$ cat src/rtl/deser_pkg.sv
// Shared definitions for the deserializer and related serial-path blocks.
package deser_pkg;

   localparam int unsigned DESER_WIDTH = 43;
   localparam int unsigned DESER_CNT_W = 6;

   typedef enum logic [1:0] {
      IDLE    = 2'd0,
      COLLECT = 2'd1,
      HOLD    = 2'd2
   } state_t;

endpackage

$ cat src/rtl/bit_counter.sv
// Frame bit counter: clears on demand, counts accepted bits, flags the last bit.
module bit_counter #(
   parameter int unsigned WIDTH = 43,
   parameter int unsigned CNT_W = 6
) (
   input  logic clk,
   input  logic rst_n,
   input  logic clear,
   input  logic inc,
   output logic tc_c
);

   logic [CNT_W-1:0] count;

   // Terminal count: the next accepted bit completes the word.
   assign tc_c = (count == CNT_W'(WIDTH - 1));

   // Count accepted bits; wrap to zero on the final bit so no partial frame is carried over.
   always_ff @(posedge clk or negedge rst_n) begin
      if (!rst_n) begin
         count <= '0;
      end else if (clear) begin
         count <= '0;
      end else if (inc) begin
         count <= tc_c ? '0 : count + CNT_W'(1);
      end
   end

endmodule

$ cat src/rtl/deserializer.sv
// Serial-to-parallel converter with selectable bit order and a hold/handshake stage.
module deserializer
   import deser_pkg::*;
#(
   parameter int unsigned WIDTH = DESER_WIDTH,
   parameter int unsigned CNT_W = DESER_CNT_W
) (
   input  logic             clk,
   input  logic             rst_n,
   input  logic             start,
   input  logic             shift_switch,
   input  logic             serial_valid,
   input  logic             serial_in,
   input  logic             out_ready,
   output logic [WIDTH-1:0] out_value,
   output logic             out_valid,
   output logic             busy,
   output logic             overrun
);

   state_t           state;
   logic             dir_q;
   logic [WIDTH-1:0] shreg;
   logic [WIDTH-1:0] shifted_c;
   logic             restart_c;
   logic             accept_c;
   logic             cnt_tc_c;

   // A start begins a new frame from IDLE, aborts one in COLLECT, or chains after an accepted word.
   assign restart_c = start && ((state == IDLE) || (state == COLLECT) ||
                                ((state == HOLD) && out_ready));

   // A bit is taken only while collecting and not being aborted in the same cycle.
   assign accept_c  = (state == COLLECT) && serial_valid && !start;

   // Next shift-register contents for the latched bit order.
   assign shifted_c = dir_q ? {serial_in, shreg[WIDTH-1:1]}
                            : {shreg[WIDTH-2:0], serial_in};

   bit_counter #(
      .WIDTH (WIDTH),
      .CNT_W (CNT_W)
   ) u_bit_counter (
      .clk   (clk),
      .rst_n (rst_n),
      .clear (restart_c),
      .inc   (accept_c),
      .tc_c  (cnt_tc_c)
   );

   // Frame FSM, shift register and registered outputs.
   always_ff @(posedge clk or negedge rst_n) begin
      if (!rst_n) begin
         state     <= IDLE;
         dir_q     <= 1'b0;
         shreg     <= '0;
         out_value <= '0;
         out_valid <= 1'b0;
         busy      <= 1'b0;
         overrun   <= 1'b0;
      end else begin
         overrun <= 1'b0;
         unique case (state)
            IDLE: begin
               if (start) begin
                  dir_q <= shift_switch;
                  shreg <= '0;
                  state <= COLLECT;
                  busy  <= 1'b1;
               end
            end
            COLLECT: begin
               if (start) begin
                  dir_q <= shift_switch;
                  shreg <= '0;
               end else if (serial_valid) begin
                  shreg <= shifted_c;
                  if (cnt_tc_c) begin
                     out_value <= shifted_c;
                     out_valid <= 1'b1;
                     state     <= HOLD;
                  end
               end
            end
            HOLD: begin
               if (serial_valid) begin
                  overrun <= 1'b1;
               end
               if (out_ready) begin
                  out_valid <= 1'b0;
                  if (start) begin
                     dir_q <= shift_switch;
                     shreg <= '0;
                     state <= COLLECT;
                  end else begin
                     state <= IDLE;
                     busy  <= 1'b0;
                  end
               end
            end
            default: begin
               state <= IDLE;
               busy  <= 1'b0;
            end
         endcase
      end
   end

endmodule

$ cat config.mk
export PLATFORM = sky130hd
export DESIGN_NAME = deserializer
export DESIGN_NICKNAME = d
export VERILOG_FILES = /design/src/rtl/deser_pkg.sv /design/src/rtl/bit_counter.sv /design/src/rtl/deserializer.sv
export SDC_FILE = /design/constraint.sdc
export NUM_CORES = 1
export LEC_CHECK = 0
export CAP_MARGIN = 20
export CELL_PAD_IN_SITES_DETAIL_PLACEMENT = 1
export CELL_PAD_IN_SITES_GLOBAL_PLACEMENT = 1
export CORE_MARGIN = 4
export CORE_UTILIZATION = 39
export DETAILED_ROUTE_END_ITERATION = 6
export PLACE_DENSITY_LB_ADDON = 0.15
export RECOVER_POWER = 25
export SYNTH_ARGS = -nofsm -noshare
export SYNTH_HDL_FRONTEND = slang
export SYNTH_HIERARCHICAL = 1
export SYNTH_SLANG_ARGS = --single-unit
$ cat constraint.sdc
create_clock -name clk -period 2.3 [get_ports clk]
set_input_delay 0.345 -clock clk [delete_from_list [all_inputs] [get_ports clk]]
set_output_delay 0.345 -clock clk [all_outputs]
set_load 0.1 [all_outputs]
Word-level counts from Yosys, hierarchy flattened
Index checks and enable logic that the tools add are counted.
- reduce and logical (&&, ||, !) cells: 19
- bitwise logic cells: 2
- muxes and demuxes: 30
- equality and inequality tests: 10
- $add $sub $neg: 1
- operators with widths (cell ; count):
    two-way mux 43 bit ; 5
    one-hot mux 43 bit (3 select lines) ; 1
    two-way mux 6 bit ; 3
    two-way mux 1 bit ; 12
    two-way mux 2 bit ; 5
    != test 2 bit (second input constant) ; 5
    AND reduction 5 bit ; 2
    AND reduction 4 bit ; 2
    adder 6 x 1 -> 6 bit (second input constant) ; 1
    equality test 6 bit (second input constant) ; 1
    one-hot mux 2 bit (3 select lines) ; 1
    nonzero test 2 bit ; 3
    logical AND 1 bit ; 4
    one-hot mux 1 bit (2 select lines) ; 2
    != test 3 bit (second input constant) ; 1
    one-hot mux 1 bit (3 select lines) ; 1
    AND reduction 3 bit ; 1
    nonzero test 3 bit ; 1
    equality test 2 x 1 -> 1 bit (second input constant) ; 1
    equality test 2 bit (second input constant) ; 1
    logical NOT 2 bit ; 1
    logical OR 1 bit ; 2
    != test 2 x 1 -> 1 bit (second input constant) ; 1
    NOT 1 bit ; 2
    3 further kinds ; 3
- bits in registers: 98
- word-level logic and storage cells: 70
- output and inout port bits: 46

Depth between registers and ports, before layout
- depth after elaboration: 5
- gate-level depth with buffers: 9

Modules after synthesis
The synthesis kept the hierarchy.
- modules (own cells, without submodules) (module ; sequential area each (um2) ; times used ; cells an instance ; area each (um2)):
    deserializer ; 2302.2 ; 1 ; 357 ; 3895.0
    bit_counter ; 150.1 ; 1 ; 35 ; 339.1

Worst setup path after synthesis
OpenSTA, ideal clock, no wires.
- kind: reg-to-reg
- from: register state[1]
- to: register u_bit_counter.count[5]
- required time: 2.196 ns
- setup slack: 0.149 ns
- clock period less this slack: 2.151 ns
- setup time: 0.104 ns
- arrival time: 2.048 ns
- stages on the path, launching flop included: 10
- cells stage by stage: dfrtp_1 -> nand3b_4 -> or2_1 -> buf_2 -> inv_4 -> buf_2 -> buf_2 -> o211ai_2 -> or3_1 -> a221oi_1
- elaborated cells on any way between the ends: 11
- classes of those cells: 2 x eq/ne; 1 x mux; 8 x reduce/logical
- RTL lines (item ; line ; RTL):
    start: declaration ; deserializer.sv:21 ; state_t state;
    start signal: assignment ; deserializer.sv:54 ; state <= IDLE;
    start signal: assignment ; deserializer.sv:68 ; state <= COLLECT;
    start signal: assignment ; deserializer.sv:81 ; state <= HOLD;
    equality test 2 x 1 -> 1 bit ; deserializer.sv:34 ; assign accept_c = (state == COLLECT) && serial_valid && !start;
    logical AND 1 bit (2 in series) ; deserializer.sv:34 ;
    net accept_c ; deserializer.sv:26 ; logic accept_c;
    nonzero test 2 bit (no line) ; - ;
    end signal: assignment ; bit_counter.sv:25 ; count <= tc_c ? '0 : count + CNT_W'(1);
    end: declaration ; bit_counter.sv:13 ; logic [CNT_W-1:0] count;
The timed path passes the listed nets, and every way through them passes these cells.
A chain may end at the register's enable or synchronous reset.

Worst setup path in the final report
- from: register u_bit_counter.count[0]
- to: register out_value[31]
- longest elaborated chain between the ends: 2
- ends and longest elaborated chain (item ; line ; RTL):
    equality test 6 bit ; bit_counter.sv:16 ; assign tc_c = (count == CNT_W'(WIDTH - 1));
    net cnt_tc_c ; deserializer.sv:27 ; logic cnt_tc_c;
    AND reduction 4 bit (no line) ; - ;
    end signal: assignment ; deserializer.sv:79 ; out_value <= shifted_c;
    end: declaration ; deserializer.sv:15 ; output logic [WIDTH-1:0] out_value,
The timed path passes the listed nets, and every way through them passes these cells.

==> parameters.txt <==
Parameter                              Value

Run status
  Run status ... finished clean

Floorplan
  Die width ... 112 um
  Ports ... 53
  Initial cell density of the core ... 40.5%
  Area of the die ... roughly 13000 um^2
  Row cnt ... 37
  Vertical extent of the die ... around 110 um
  Core footprint ... about 10000 um^2

STA
  Final setup violation count ... 0
  Measured slew at the worst slew-check pin ... approximately 0.97 ns
  Highest clock rate ... 468 MHz
  Total count of hold-check failures in the final report ... 0
  Setup repair after global routing missed its margin ... false
  Worst Hold Slack ... 0.535 ns
  Final Slew Violations ... 0
  Max-Slew Margin vs Limit ... 35.1%
  Clock tree skew after final layout ... 0.00961 ns
  Final critical-path share of the clock period ... roughly 93%
  Final total negative setup slack ... 0 ns
  Post-route minimum period ... about 2.1 ns
  Post-route worst setup slack ... 0.164 ns

Setup path
  Required time at the worst-slack endpoint ... 2.52 ns
  Largest driver fanout on the critical path ... 22
  Worst setup path class ... flip-flop to flip-flop
  Capturing element type of the critical path ... flip-flop
  Startpoint types ... flip-flop
  Endpoint arrival time on the critical path ... 2.36 ns

Logic synthesis
  Warnings, synthesis ... 6
  Total nets after synthesis ... 401
  Count of state elements after synthesis ... 98
  Average cell area after synthesis ... approximately 11 um^2
  Cell Area, Synth ... 4230 um^2
  Sequential area share after synthesis ... 57.9%
  Number of different library cells in the post-synthesis netlist ... 35
  Cell count after synthesis ... 392

CTS
  H-tree depth reported by CTS ... 3
  Clock tree from TritonCTS ... built
  Buffer type at the clock tree root ... clkbuf_8
  Clock latency on the worst-skew pair ... 0.35 ns
  Clock sink count ... 98
  Buffer levels on the longest clock path ... 2
  Count of instances resized after the clock tree is built ... 0
  Number of buffers created by CTS ... 9
  Clk slew on worst S/H paths ... 0.10 ns

Finish
  Sequential cell area ... 2450 um^2
  Layout cells sized above 1 ... around a fifth
  Final non-filler cell total ... 577
  Number of inserted filler cells in the final layout ... between 1000 and 1500
  Final layout net count ... 445
  Final design area excluding fillers ... 5010 um^2
  Final core utilization ... 47.9%
  Area of the multi-input gates ... 1610 um^2
  Area growth syn-to-layout ... 18.3%
  Antenna diode count ... 0

Routing
  DRT antenna net count ... 0
  Post-detailed-route via-to-cell ratio ... 5.58
  Wire length per cell after detailed routing ... 18.9 um
  DR DRC count ... 0
  Routed Wire Length ... around 11000 um
  First-iteration detailed-routing DRC count ... 123
  Total vias in the final route ... 3218
  Iteration count of the initial detailed-routing pass ... 4

Hold path
  Type of the tightest min-delay check ... flip-flop to flip-flop

Power and ir drop
  Maximum VDD drop ... 296 uV
  Power per Cell Area ... 642 nW/um^2
  Final total power ... approximately 3.2 mW
  Static leakage ... ~2.3 nW

Placement
  Port-buffer cells ... 52
  HPWL after detailed placement ... 7150 um
  Weighted congestion at the end of routability-driven global placement ... 0.805
  Post-DP Area ... between 4000 and 5000 um^2
  Worst slack after detailed placement ... 0.0682 ns
  Placed Instances ... 560

Global route
  Wire length of the first global-routing pass ... 18800 um
  Total Routing Usage GR ... 18.2%
  Antenna violations before repair ... 0
  Aggregate global routing overflow ... 0
  Pin count of the biggest net entering global routing ... 44
  Number of global-route vias before repair ... around 3500

Job
  Maximum Capacitance Violations ... 0
-- flip-flops by register name, indices dropped and copies added, names as in the netlist --
signal and count:
u_bit_counter/count 6, busy 1, shreg 43, state 2, dir_q 1, overrun 1, out_valid 1, out_value 43
-- Yosys cell counts, drive strengths merged --
cell type / n / area share, %
dfrtp: 98 / 58
a21oi: 89 / 11
nand2: 46 / 4.1
mux2i: 43 / 10
o22ai: 43 / 6.4
buf: 17 / 2.7
clkbuf: 16 / 1.4
inv: 5 / 0.50
nand2b: 4 / 0.59
nor2: 3 / 0.27
o21ai: 3 / 0.35
a221oi: 2 / 0.41
and2: 2 / 0.30
ha: 2 / 0.59
o211ai: 2 / 0.47
or3: 2 / 0.30
a21boi: 1 / 0.18
a21o: 1 / 0.18
a22oi: 1 / 0.18
a2bb2oi: 1 / 0.21
a31o: 1 / 0.21
mux2: 1 / 0.27
nand3: 1 / 0.12
nand3b: 1 / 0.47
nand4: 1 / 0.15
nand4b: 1 / 0.21
nor2b: 1 / 0.15
o2111ai: 1 / 0.21
o2bb2ai: 1 / 0.21
or2: 1 / 0.15
xor2: 1 / 0.21
-- what timing repair did --
item / 4_1_cts / 5_1_grt
endpoints found under the hold margin: 36 / 0
endpoints found under the setup margin: 0 / 0
buffers inserted: 0 / 0
hold buffers: 1 / 0
-- power by group --
group          leakage [nW]  switching [mW]  internal [mW]
sequential             1.36          0.0215           1.73
clock                 0.109           0.604          0.645
combinational         0.880           0.145         0.0707
-- per-layer routing --
layer | global-route usage (%) | wire [um] | vias up
met2 | 28.2 | 5200 | 53
met4 | 6.65 | 275 | 0
met1 | 25.7 | 5180 | 1635
met5 | 0 | 0 | -
li1 | - | - | 1509
met3 | 3.40 | 270 | 21
-- kinds of logic after synthesis --
group | Yosys count | share of synthesized area, %
muxes | 44 | 10.4
DFF | 98 | 57.9
and+or+nand+nor | 63 | 6.77
adders and majority gates | 2 | 0.591
buffers and inverters | 38 | 4.61
xor gates and xnor gates | 1 | 0.207
AOI/OAI and AO/OA | 146 | 19.5
-- critical path, cell delays in order, from the launching register on --
cell and delay, ns:
dfrtp_1 0.46, inv_1 0.11, ha_1 0.16, nand4b_1 0.23, nor2_4 0.35, and2_1 0.25
buf_4 0.31, a21oi_1 0.13
-- final timing paths --
kind	to	cells past startpoint	slack, ns	startpoint
worst min-delay path	out_value[8]	2	0.54	out_value[8]
worst max-delay path	out_value[31]	7	0.16	u_bit_counter/count[0]
worst max register to register	out_value[31]	7	0.16	u_bit_counter/count[0]
worst min register to register	out_value[8]	2	0.54	out_value[8]
min in group asynchronous	out_value[8]	2	0.68	rst_n
max in group asynchronous	u_bit_counter/count[2]	3	0.38	rst_n
-- layout by cell type (no fill, tap or decap), types with 3 or more instances in the layout --
cell type	count
clkbuf_8	10
clkdlybuf4s50_1	4
mux2i_1	43
o21ai_0	3
o22ai_1	43
dfrtp_1	97
inv_1	4
nand2_1	46
buf_4	56
nand2b_1	4
a21oi_1	89
-- area by class of cell --
class                   count  share of cell area (%)
flip-flops and latches     98                    49.0
multi-input cells         256                    32.0
repair buffers             66                    10.6
well taps                 136                    3.40
clock buffers              10                    2.75
clock inverters             6                    1.77
inverters                   5                   0.425
No activity file was read; power rests on OpenSTA's default activity.
